`config.mk`:
```
export PLATFORM = sky130hd
export DESIGN_NAME = leaf_uart_boot_loader
export DESIGN_NICKNAME = d
export VERILOG_FILES = /design/src/rtl/leaf_uart_boot_loader.sv
export SDC_FILE = /design/constraint.sdc
export NUM_CORES = 1
export LEC_CHECK = 0
export ABC_CLOCK_PERIOD_IN_PS = 3100
export CAP_MARGIN = 10
export CORE_UTILIZATION = 56
export DETAILED_ROUTE_END_ITERATION = 8
export GPL_ROUTABILITY_DRIVEN = 0
export PLACE_DENSITY_LB_ADDON = 0.3
export SYNTH_ARGS = -nofsm -noshare
export SYNTH_HDL_FRONTEND = slang
export SYNTH_SLANG_ARGS = --single-unit
```
`constraint.sdc`:
```
create_clock -name wb_clk_i -period 3.1 [get_ports wb_clk_i]
set_input_delay 0.62 -clock wb_clk_i [delete_from_list [all_inputs] [get_ports wb_clk_i]]
set_output_delay 0.62 -clock wb_clk_i [all_outputs]
set_load 0.01 [all_outputs]
```
`src/rtl/leaf_uart_boot_loader.sv`:
```
// leaf_uart_boot_loader: UART boot stream receiver that writes a program into Leaf instruction memory
module leaf_uart_boot_loader #(
  parameter int BAUD_DIV = 434,
  parameter int ADDR_W = 8,
  parameter logic [ADDR_W-1:0] BASE_ADDR = '0,
  parameter logic [7:0] LOAD_CMD = 8'h77
) (
  input  logic              wb_clk_i,
  input  logic              wb_rst_i,
  input  logic              rx_i,
  output logic [ADDR_W-1:0] mem_addr_o,
  output logic [31:0]       mem_wdata_o,
  output logic              mem_we_o,
  input  logic              mem_ack_i,
  output logic              core_rst_o,
  output logic              busy_o,
  output logic              done_o,
  output logic              err_o
);
  localparam int CW = $clog2(BAUD_DIV + 1);
  typedef enum logic [2:0] {R_IDLE, R_START, R_DATA, R_STOP, R_WAIT} rx_t;
  typedef enum logic [2:0] {IDLE, SIZE, DATA, WRITE, DONE} st_t;
  rx_t rs, rs_n;
  st_t st, st_n;
  logic s1, rx_s, rx_d, rx_v, rx_fe, we_n, cr, cr_n, er_n, ov, ov_n;
  logic [CW-1:0] cnt, cnt_n;
  logic [2:0] bitn, bit_n;
  logic [7:0] sh, sh_n, n, n_n;
  logic [1:0] k, k_n;
  logic [31:0] wd_n;
  logic [ADDR_W-1:0] ad_n;
  always_ff @(posedge wb_clk_i or posedge wb_rst_i)
    if (wb_rst_i) begin
      {s1, rx_s, rx_d} <= 3'b111;
      rs <= R_IDLE;
      cnt <= '0;
      bitn <= '0;
      sh <= '0;
      st <= IDLE;
      n <= '0;
      k <= '0;
      mem_wdata_o <= '0;
      mem_addr_o <= BASE_ADDR;
      mem_we_o <= 1'b0;
      cr <= 1'b1;
      err_o <= 1'b0;
      ov <= 1'b0;
    end else begin
      {s1, rx_s, rx_d} <= {rx_i, s1, rx_s};
      rs <= rs_n;
      cnt <= cnt_n;
      bitn <= bit_n;
      sh <= sh_n;
      st <= st_n;
      n <= n_n;
      k <= k_n;
      mem_wdata_o <= wd_n;
      mem_addr_o <= ad_n;
      mem_we_o <= we_n;
      cr <= cr_n;
      err_o <= er_n;
      ov <= ov_n;
    end
  always_comb begin
    rs_n = rs;
    cnt_n = cnt + 1'b1;
    bit_n = bitn;
    sh_n = sh;
    rx_v = 1'b0;
    rx_fe = 1'b0;
    case (rs)
      R_IDLE: begin
        cnt_n = '0;
        rs_n = (rx_d & ~rx_s) ? R_START : R_IDLE;
      end
      R_START: if (cnt == CW'(BAUD_DIV / 2 - 1)) begin
        cnt_n = '0;
        bit_n = '0;
        rs_n = rx_s ? R_IDLE : R_DATA;
      end
      R_DATA: if (cnt == CW'(BAUD_DIV - 1)) begin
        cnt_n = '0;
        sh_n = {rx_s, sh[7:1]};
        bit_n = bitn + 1'b1;
        rs_n = (bitn == 3'd7) ? R_STOP : R_DATA;
      end
      R_STOP: if (cnt == CW'(BAUD_DIV - 1)) begin
        rx_v = rx_s;
        rx_fe = ~rx_s;
        rs_n = rx_s ? R_IDLE : R_WAIT;
      end
      default: begin
        cnt_n = '0;
        rs_n = rx_s ? R_IDLE : R_WAIT;
      end
    endcase
  end
  always_comb begin
    st_n = st;
    n_n = n;
    k_n = k;
    wd_n = mem_wdata_o;
    ad_n = mem_addr_o;
    we_n = mem_we_o;
    cr_n = cr;
    er_n = err_o;
    ov_n = ov;
    if (rx_fe) begin
      er_n = 1'b1;
      we_n = 1'b0;
      st_n = IDLE;
    end else case (st)
      IDLE: if (rx_v && sh == LOAD_CMD) begin
        st_n = SIZE;
        cr_n = 1'b1;
        er_n = 1'b0;
        ov_n = 1'b0;
        ad_n = BASE_ADDR;
        k_n = '0;
        wd_n = '0;
      end
      SIZE: if (rx_v) begin
        n_n = sh;
        st_n = (sh == 8'd0) ? DONE : DATA;
      end
      DATA: if (rx_v) begin
        wd_n[{k, 3'b000} +: 8] = sh;
        n_n = n - 1'b1;
        k_n = k + 1'b1;
        st_n = (k == 2'd3 || n == 8'd1) ? WRITE : DATA;
      end
      WRITE: begin
        we_n = ~(mem_we_o & mem_ack_i);
        er_n = err_o | rx_v;
        ov_n = ov | rx_v;
        if (mem_we_o & mem_ack_i) begin
          ad_n = mem_addr_o + 1'b1;
          k_n = '0;
          wd_n = '0;
          st_n = (ov | rx_v) ? IDLE : (n == 8'd0) ? DONE : DATA;
        end
      end
      DONE: begin
        cr_n = 1'b0;
        st_n = IDLE;
      end
      default: st_n = IDLE;
    endcase
  end
  // the core is released combinationally so done_o and the falling reset share a cycle
  assign core_rst_o = cr & (st != DONE);
  assign done_o = st == DONE;
  assign busy_o = st == SIZE || st == DATA || st == WRITE;
endmodule
```
==> flow_summary_export.csv, run 1 <==
group,metric,value,unit
synthesis,netlist-cell-type-count,52,
sta,relSlewSlack,49.3,%
worst_hold_path,hold_path.startpoint,"s1",
floorplanning,die_width,90.3,µm
sta,layout_worst_path_cycle_share,82.7,%
outcome,run_status,"complete, no violations",
worst_hold_path,worstHoldPathCells,0,
routing,drt_wl_total,8970,µm
worst_setup_path,worst_r2r_endpoint,"mem_wdata_o[14]",
worst_setup_path,critical_path_peak_fanout,11,
placement,pre_cts_ws,0.525,ns
power,total_power,2240,µW
synthesis,synth.top_cells.by_count,"79 x dfrtp_1, 69 x nand2_1, 47 x inv_1, 44 x nor2_1, 33 x mux2i_1",
clocking,clkSlewWorstSetupHoldPaths,0.08,ns
worst_setup_path,setup.worst_path.end_class,"output port",
power,ir_drop,0.000407,V
clocking,clock-sinks,83,
floorplanning,top_level_ports,49,
clocking,clock_path_buffers,2,
synthesis,postSynth.topFlopCell,"dfrtp_1",
worst_hold_path,hold-path-endpoint,"rx_s",
floorplanning,placement_rows,31,
sta,fin_skew,0.0145,ns
sta,rsz0062_at_grt,"no",
global_route,grt_antenna_before_repair,0,
sta,final_max_slew_viol_count,0,
placement,detailedPlacementHpwl,6300,µm
final_layout,final_nets,522,
power,power.share.clock,41.2,%
routing,dr.first_iter.drc_count,200,
global_route,globalRouteTotalUtil,23.5,%
final_layout,finish.cell_count_without_fillers,609,
clocking,cts.repair.resized,0,
floorplanning,initial_core_util,59.0,%
sta,worst_slack,0.537,ns
synthesis,netlist_area,0.00437,mm²
power,power_frac_comb,6.8,%
floorplanning,die-height,90.3,µm
sta,tightestPinTransition,0.758,ns
final_layout,multiInputGateArea,0.00200,mm²
power,power.switching,527,µW
synthesis,ffs_latches_synth,83,
synthesis,synth.yosys.warnings,0,
power,power.density_cell_area,433,mW/mm²
routing,route.vias.total,3363,
synthesis,async_flop_share,100,%
worst_setup_path,rrSetupSlack,0.55,ns
final_layout,syn2layout_area_growth,18.6,%
worst_setup_path,timing.critical_path.required,2.48,ns
synthesis,synth.avg_cell_area,9.50,µm²
clocking,holdBufCountCts,0,
power,p_leak,0.00236,µW
synthesis,number_of_enable_type_register_cells_in_the_synthesized_netlist,0,
sta,hold_viol,0,
sta,fin_crit,2.56,ns
floorplanning,design.core.area,0.00741,mm²
sta,maxClockFrequency,390,MHz
floorplanning,fp.dieArea,0.00816,mm²
final_layout,nFillCells,586,
synthesis,synthesis.nets,477,
worst_setup_path,timing.reg2reg.worst_path_depth,7,
final_layout,final_layout_size_suffix_gt1_share,9.02,%
global_route,grt_start_max_net_pins,52,
synthesis,synth.yosys.seq_area_share,47.7,%
synthesis,synth_top_cell_by_area,"dfrtp_1",
synthesis,yosys.cell_count.top_type,"dfrtp_1",
synthesis,netlist_top_cells_area,"dfrtp_1 45%, mux2i_1 7.6%, nand2_1 5.9%, inv_1 4.0%, nor2_1 3.8%",
worst_setup_path,critical_r2r_launch,"cnt[1]",
global_route,grt_first_pass_wirelength,15200,µm
routing,routed_via_density,5.52,
clocking,postCtsSetupRepairBufs,0,
routing,remaining_drc_errors,0,
worst_setup_path,arrival_worst_endpoint,1.94,ns
final_layout,regArea,0.00208,mm²
clocking,h-tree-depth,3,
global_route,grt_remaining_overflow,0,
global_route,via_count_of_the_first_global_routing_pass,3204,
worst_setup_path,worstSetupPathType,"reg -> out",
placement,placed_cells,593,
sta,setup_viol,0,
synthesis,synth_largest_type_area_fraction,45.2,%
power,p_int,1720,µW
clocking,cts_inserted_buffers,9,
final_layout,antenna_cells_inserted,0,
run,maxCapViolations,0,
worst_setup_path,timing.critical_path.from_type,"flop",
routing,wl_per_cell,14.7,µm
clocking,clk_latency,0.36,ns
placement,numPortBuffers,48,
clocking,cts_tree,"built",
sta,final.setup.tns,0,ns
power,p_seq_share,52.1,%
routing,drt_pre_antenna_iters,5,
synthesis,postSynthCellCount,460,
clocking,cts-root-buf,"clkbuf_8",
worst_hold_path,min_delay_worst_type,"reg -> reg",
routing,drtAntennaViolNets,0,
power,swShare,23.5,%
-- worst max-delay path by stage --
| stage | slack, ns | to | start | depth (start not counted) |
|---|---|---|---|---|
| 2_1_floorplan | 0.35 | bitn[0] | wb_rst_i | 1 |
| 3_3_place_gp | 0.63 | mem_wdata_o[16] | mem_ack_i | 5 |
| 3_5_place_dp | 0.53 | mem_wdata_o[14] | cnt[1] | 7 |
| 4_1_cts | 0.50 | mem_wdata_o[14] | cnt[1] | 7 |
| 5_1_grt | 0.37 | mem_wdata_o[24] | cnt[1] | 7 |
| 6_report | 0.54 | done_o | st[0] | 3 |
-- placed cells by master (no fill, tap or decap), types with 12 or more instances in the layout --
master,count
a21oi_1,17
clkdlybuf4s50_1,48
dfrtp_1,79
ha_1,13
inv_1,46
mux2i_1,33
nand2_1,69
nand3_1,12
nor2_1,44
o21ai_0,13
-- cells by family (layout without fill, tap and decap cells) --
group           count (synthesis)  in the layout  synth area share [%]
compound gates                 55             55                  8.05
xor+xnor                       13             13                  2.61
flops                          83             83                  47.7
simple gates                  193            193                  23.7
fa+ha+maj                      13             13                  3.72
mux                            34             34                  7.82
buf+inv                        69            119                  6.47
-- state kept, by name (all words and copies together), names as in the netlist, 2 cells and up --
name / flops
bitn: 3
cnt: 9
k: 2
mem_addr_o: 8
mem_wdata_o: 32
n: 8
rs: 3
sh: 8
st: 3
-- area by class of cell --
| class | instances | share of cell area (%) |
|---|---|---|
| Sequential cell | 83 | 40.2 |
| Clock buffer | 9 | 2.39 |
| Timing Repair Buffer | 56 | 10.7 |
| Tap cell | 99 | 2.39 |
| Inverter | 47 | 3.43 |
| Multi-Input combinational cell | 308 | 38.7 |
| Clock inverter | 7 | 2.25 |
-- metal layers --
metal	wire, µm	vias up	share of wire [%]	track usage (%)
met1	3980	1642	44	30.6
li1	-	1635	-	-
met2	4530	79	51	39.6
met3	368	7	4.1	5.13
met4	82	0	0.91	6.85
met5	0	-	0	0
-- per-stage QoR --
stage	utilization, %	instance area, µm²	hold slack, ns
CTS	69.9	5180	0.363
global route	69.9	5180	0.371
detailed placement	66.7	4940	0.351
finish	69.9	5180	0.362
global placement	66.7	4940	0.345
floorplan	-	4370	0.345
-- power by group through the flow --
| stage | Clock (µW) | Sequential (µW) | Combinational [µW] |
|---|---|---|---|
| after global placement | 0 | 1190 | 147 |
| after CTS | 944 | 1170 | 155 |
| after floorplan | 0 | 1170 | 126 |
| final | 925 | 1170 | 152 |
| after detailed placement | 0 | 1190 | 154 |
| after global routing | 985 | 1180 | 175 |
-- worst max-delay path, stage by stage (launching register included) --
cell and delay, ns:
dfrtp_1 0.48, nor2_1 0.34, and2_1 0.22, clkdlybuf4s50_1 0.55
(Power assumes the default switching activity.)
==> run 2, diff against run 1 <==
ABC_CLOCK_PERIOD_IN_PS = 2200   (was 3100)
CORE_UTILIZATION = 51   (was 56)
clock period = 2.2 ns   (was 3.1 ns; I/O delays follow)
==> flow_summary_export.csv, run 2 (same netlist as run 1, synthesis figures left out) <==
group,metric,value,unit
worst_setup_path,timing.critical_path.from_type,"flop",
worst_setup_path,critical_path_peak_fanout,6,
final_layout,final_layout_size_suffix_gt1_share,14.6,%
routing,drt_wl_total,9540,µm
power,power.density_cell_area,588,mW/mm²
worst_setup_path,setup.worst_path.end_class,"output port",
worst_setup_path,cp.buffers_inverters,1,
global_route,via_count_of_the_first_global_routing_pass,3506,
worst_setup_path,critical_r2r_launch,"cnt[1]",
power,p_int,2460,µW
routing,remaining_drc_errors,0,
worst_setup_path,worstSetupPathType,"reg -> out",
global_route,grt_first_pass_wirelength,16300,µm
clocking,clk_latency,0.36,ns
worst_setup_path,timing.reg2reg.worst_path_depth,7,
floorplanning,fp.dieArea,0.00894,mm²
clocking,cts-root-buf,"clkbuf_8",
global_route,grt_antenna_before_repair,0,
clocking,clock-sinks,83,
placement,pre_cts_ws,-0.00324,ns
worst_setup_path,timing.critical_path.required,1.76,ns
sta,final_max_slew_viol_count,0,
sta,fin_skew,0.0130,ns
final_layout,most_frequent_cells_in_the_layout,"76 x dfrtp_1, 68 x nand2_1, 48 x clkdlybuf4s50_1, 46 x inv_1, 43 x nor2_1",
worst_setup_path,cp.depth,3,
final_layout,reg_top3,"mem_wdata_o x32, cnt x9",
final_layout,final_nets,547,
worst_setup_path,critical-path-slowest-cell,"clkdlybuf4s50_1",
final_layout,max_reg_flops,32,
routing,routed_via_density,5.44,
routing,route.vias.total,3483,
worst_setup_path,timing.critical_path.cells,"nor2_2, and2_1, clkdlybuf4s50_1",
worst_hold_path,hold-path-endpoint,"rx_s",
global_route,grt_remaining_overflow,0,
final_layout,finish.instance_area,0.00546,mm²
clocking,clkSlewWorstSetupHoldPaths,0.09,ns
sta,hold_viol,0,
clocking,h-tree-depth,3,
routing,drt_pre_antenna_iters,4,
sta,setup_viol,0,
power,swShare,23.6,%
power,p_seq_share,51.1,%
final_layout,registers.top_by_ff_count,"mem_wdata_o",
placement,detailedPlacementHpwl,6400,µm
sta,relSlewSlack,63.0,%
power,power.share.clock,42.2,%
worst_setup_path,critical_path.top_delay_family,"buffers and inverters",
power,ir_drop,0.000415,V
final_layout,antenna_cells_inserted,0,
clocking,clock_path_buffers,2,
clocking,holdBufCountCts,0,
power,power.switching,757,µW
floorplanning,initial_core_util,52.9,%
worst_hold_path,min_delay_worst_type,"reg -> reg",
power,p_leak,0.00250,µW
worst_hold_path,hold_path.startpoint,"s1",
placement,numPortBuffers,48,
worst_hold_path,worstHoldPathCells,0,
floorplanning,die-height,94.6,µm
floorplanning,design.core.area,0.00826,mm²
global_route,globalRouteTotalUtil,23.5,%
global_route,grt_start_max_net_pins,84,
sta,fin_crit,2.11,ns
floorplanning,top_level_ports,49,
final_layout,syn2layout_area_growth,25.1,%
worst_setup_path,critPathMaxStageDelay,0.54,ns
floorplanning,placement_rows,33,
run,maxCapViolations,0,
power,power_frac_comb,6.7,%
worst_setup_path,arrival_worst_endpoint,1.67,ns
clocking,cts_tree,"built",
outcome,run_status,"complete, no violations",
sta,worst_slack,0.0924,ns
floorplanning,die_width,94.6,µm
sta,tightestPinTransition,0.548,ns
worst_setup_path,worst_r2r_endpoint,"sh[5]",
routing,drtAntennaViolNets,0,
routing,dr.first_iter.drc_count,236,
sta,maxClockFrequency,474,MHz
worst_setup_path,rrSetupSlack,0.16,ns
clocking,cts_inserted_buffers,9,
placement,placed_area,0.00516,mm²
sta,layout_worst_path_cycle_share,95.8,%
final_layout,final_common_cell,"dfrtp_1",
routing,wl_per_cell,14.9,µm
-- run 2: cell count changes in the layout (fill, tap and decap cells not counted), moves of 2 or more --
cell      change
nor4_2        +2
nor4_1        -2
buf_4        +20
clkinv_2      -2
dfrtp_1       -3
buf_12        +4
dfrtp_2       +3
-- run 2: per-stage QoR --
step	total power [µW]	TNS, ns	instances	utilization, %	hold slack (ns)
floorplan	1830	0	460	-	0.345
detailed placement	1890	-0.00324	620	62.5	0.349
CTS	3240	0	636	65.5	0.362
global route	3330	-0.0129	640	66.2	0.367
finish	3210	0	640	66.2	0.360
global placement	1880	0	620	62.5	0.346
-- run 2: area by class of cell --
type / instances / area, µm²
timing repair buffer: 81 / 795
multi-input combinational: 308 / 2020
tap: 105 / 131
clock inverter: 6 / 113
sequential: 83 / 2090
inverter: 47 / 180
clock buffer: 10 / 138
fill: 695 / 2790
-- run 2: routing by layer --
layer	vias up	part of all wire, %	global-route usage (%)
met5	-	0	0
met4	0	0.97	8.21
met3	12	4.4	4.11
met2	87	50	39.4
met1	1706	45	30.6
li1	1678	-	-
-- run 2: how the worst max path moves through the flow --
stage,start,endpoint,slack (ns)
2_1_floorplan,cnt[1],mem_wdata_o[0],0.24
3_3_place_gp,mem_ack_i,mem_wdata_o[2],0.05
3_5_place_dp,mem_ack_i,mem_wdata_o[5],-0.003
4_1_cts,st[0],done_o,0.02
5_1_grt,st[0],done_o,-0.01
6_report,st[0],done_o,0.09
-- run 2: power groups by stage --
| stage | Combinational (µW) | Clock (µW) | Sequential, µW |
|---|---|---|---|
| after floorplan | 178 | 0 | 1650 |
| after global placement | 210 | 0 | 1670 |
| after detailed placement | 217 | 0 | 1670 |
| after CTS | 219 | 1380 | 1640 |
| after global routing | 247 | 1430 | 1660 |
| final | 215 | 1360 | 1640 |
-- run 2: timing repair --
action	CTS	global route
setup endpoints to repair	3	34
buffers inserted	0	4
gates resized for setup	1	7
pin swaps	0	1
==> run 3, diff against run 2 <==
PLACE_DENSITY = 0.81   (was unset)
PLACE_DENSITY_LB_ADDON = unset   (was 0.3)
==> flow_summary_export.csv, run 3 (same netlist as run 1, synthesis figures left out) <==
group,metric,value,unit
worst_setup_path,cp.buffers_inverters,1,
routing,dr.first_iter.drc_count,234,
routing,drtAntennaViolNets,0,
sta,final_max_slew_viol_count,0,
sta,maxClockFrequency,472,MHz
worst_setup_path,timing.critical_path.from_type,"flop",
floorplanning,top_level_ports,49,
sta,hold_viol,0,
final_layout,reg_top3,"mem_wdata_o x32, cnt x9",
floorplanning,fp.dieArea,0.00894,mm²
global_route,via_count_of_the_first_global_routing_pass,3325,
clocking,cts-root-buf,"clkbuf_8",
final_layout,registers.top_by_ff_count,"mem_wdata_o",
final_layout,most_frequent_cells_in_the_layout,"78 x dfrtp_1, 69 x nand2_1, 48 x clkdlybuf4s50_1, 46 x inv_1, 42 x nor2_1",
placement,numPortBuffers,48,
sta,relSlewSlack,58.0,%
final_layout,final_common_cell,"dfrtp_1",
final_layout,final_layout_size_suffix_gt1_share,13.7,%
routing,detailroute.wirelength.met3,381,µm
clocking,cts_tree,"built",
routing,wl_met2,4710,µm
floorplanning,placement_rows,33,
power,power.switching,773,µW
clocking,cts_inserted_buffers,9,
routing,wl_met1,4250,µm
worst_setup_path,timing.critical_path.cells,"nor2_4, and2_1, clkdlybuf4s50_1",
routing,drt_wl_total,9420,µm
sta,holdWs,0.359,ns
routing,remaining_drc_errors,0,
worst_setup_path,setup.worst_path.end_class,"output port",
floorplanning,die-height,94.6,µm
sta,fin_skew,0.0139,ns
power,p_seq_share,55.3,%
final_layout,syn2layout_area_growth,23.7,%
final_layout,multiInputGateArea,0.00203,mm²
sta,tightestPinTransition,0.626,ns
power,power.share.clock,37.5,%
worst_setup_path,critical_path.top_delay_family,"buffers and inverters",
floorplanning,initial_core_util,52.9,%
global_route,globalRouteTotalUtil,23.2,%
worst_setup_path,worstSetupPathType,"reg -> out",
outcome,run_status,"complete, no violations",
floorplanning,die_width,94.6,µm
floorplanning,design.core.area,0.00826,mm²
worst_setup_path,critPathMaxStageDelay,0.54,ns
power,p_int,2200,µW
global_route,grt_first_pass_wirelength,15800,µm
sta,setup_viol,0,
power,ir_drop,0.000503,V
worst_setup_path,critical_path_peak_fanout,5,
global_route,grt_start_max_net_pins,84,
clocking,h-tree-depth,3,
clocking,clk_latency,0.37,ns
global_route,grt_antenna_before_repair,0,
final_layout,regArea,0.00208,mm²
worst_setup_path,timing.critical_path.required,1.76,ns
power,power.density_cell_area,551,mW/mm²
global_route,grt_remaining_overflow,0,
clocking,clock_path_buffers,2,
power,power_frac_comb,7.1,%
final_layout,fin_util,65.4,%
routing,drt_pre_antenna_iters,4,
power,p_leak,0.00247,µW
final_layout,final_nets,546,
power,total_power,2970,µW
clocking,clkSlewWorstSetupHoldPaths,0.08,ns
routing,route.vias.total,3417,
power,swShare,26.0,%
final_layout,max_reg_flops,32,
worst_setup_path,arrival_worst_endpoint,1.68,ns
routing,routed_via_density,5.35,
sta,layout_worst_path_cycle_share,96.4,%
worst_setup_path,critical-path-slowest-cell,"clkdlybuf4s50_1",
clocking,clock-sinks,83,
routing,highest_layer,"met4",
placement,detailedPlacementHpwl,6500,µm
worst_hold_path,min_delay_worst_type,"reg -> reg",
final_layout,antenna_cells_inserted,0,
sta,fin_crit,2.12,ns
final_layout,nFillCells,675,
run,maxCapViolations,0,
routing,wl_per_cell,14.7,µm
==> run 3: repair_timing <==
| action | 4_1_cts | 5_1_grt |
|---|---|---|
| endpoints found under the setup margin | 2 | 50 |
| hold buffers | 0 | 0 |
| pin swaps | 0 | 4 |
| resized for setup | 2 | 5 |
| cloned | 0 | 0 |
| setup buffers | 0 | 3 |
==> run 3: per-stage QoR <==
stage | setup TNS [ns] | cells | area [µm²] | setup slack (ns)
2_1_floorplan | 0 | 460 | 4370 | 0.243
3_3_place_gp | 0 | 620 | 5160 | 0.0951
3_5_place_dp | 0 | 620 | 5160 | 0.00856
4_1_cts | 0 | 636 | 5360 | 0.0121
5_1_grt | -0.359 | 639 | 5400 | -0.0404
6_report | 0 | 639 | 5400 | 0.0800
==> run 3: power by group through the flow <==
stage                     combinational [µW]  sequential (µW)  clock, µW
final                                    212             1650       1120
after global routing                     245             1660       1210
after CTS                                220             1650       1140
after detailed placement                 220             1680          0
after global placement                   208             1670          0
after floorplan                          178             1650          0
==> run 3: worst reg2reg max path, delay by kind of cell, from the launching register on <==
family                     cells  cell delay (ns)
DFF                            1             0.41
AOI/OAI and AO/OA              2             0.41
adders and majority gates      1             0.19
buffers and inverters          2             0.26
and+or+nand+nor                3             0.63
==> run 3: path summary, 6_finish.rpt <==
path	cells after the start	endpoint	start	slack [ns]
setup / recovery	3	done_o	st[1]	0.08
hold / removal	0	rx_s	s1	0.36
setup reg to reg	8	n[1]	cnt[1]	0.18
hold reg to reg	0	rx_s	s1	0.36
max in group asynchronous	3	cr	wb_rst_i	1.29
min in group asynchronous	3	mem_wdata_o[3]	wb_rst_i	0.55
==> run 3: metal layers <==
metal	up-vias	track usage, %
met5	-	0
met4	0	7.07
met3	8	4.59
met2	67	39.3
met1	1659	30.0
li1	1683	-
==> run 3: final cells by class <==
type / instances / area share [%]
Clock inverter: 5 / 1.16
Tap cell: 105 / 2.43
Timing Repair Buffer: 80 / 14.6
Clock buffer: 11 / 2.43
Inverter: 47 / 3.33
Sequential cell: 83 / 38.6
Multi-Input combinational cell: 308 / 37.5
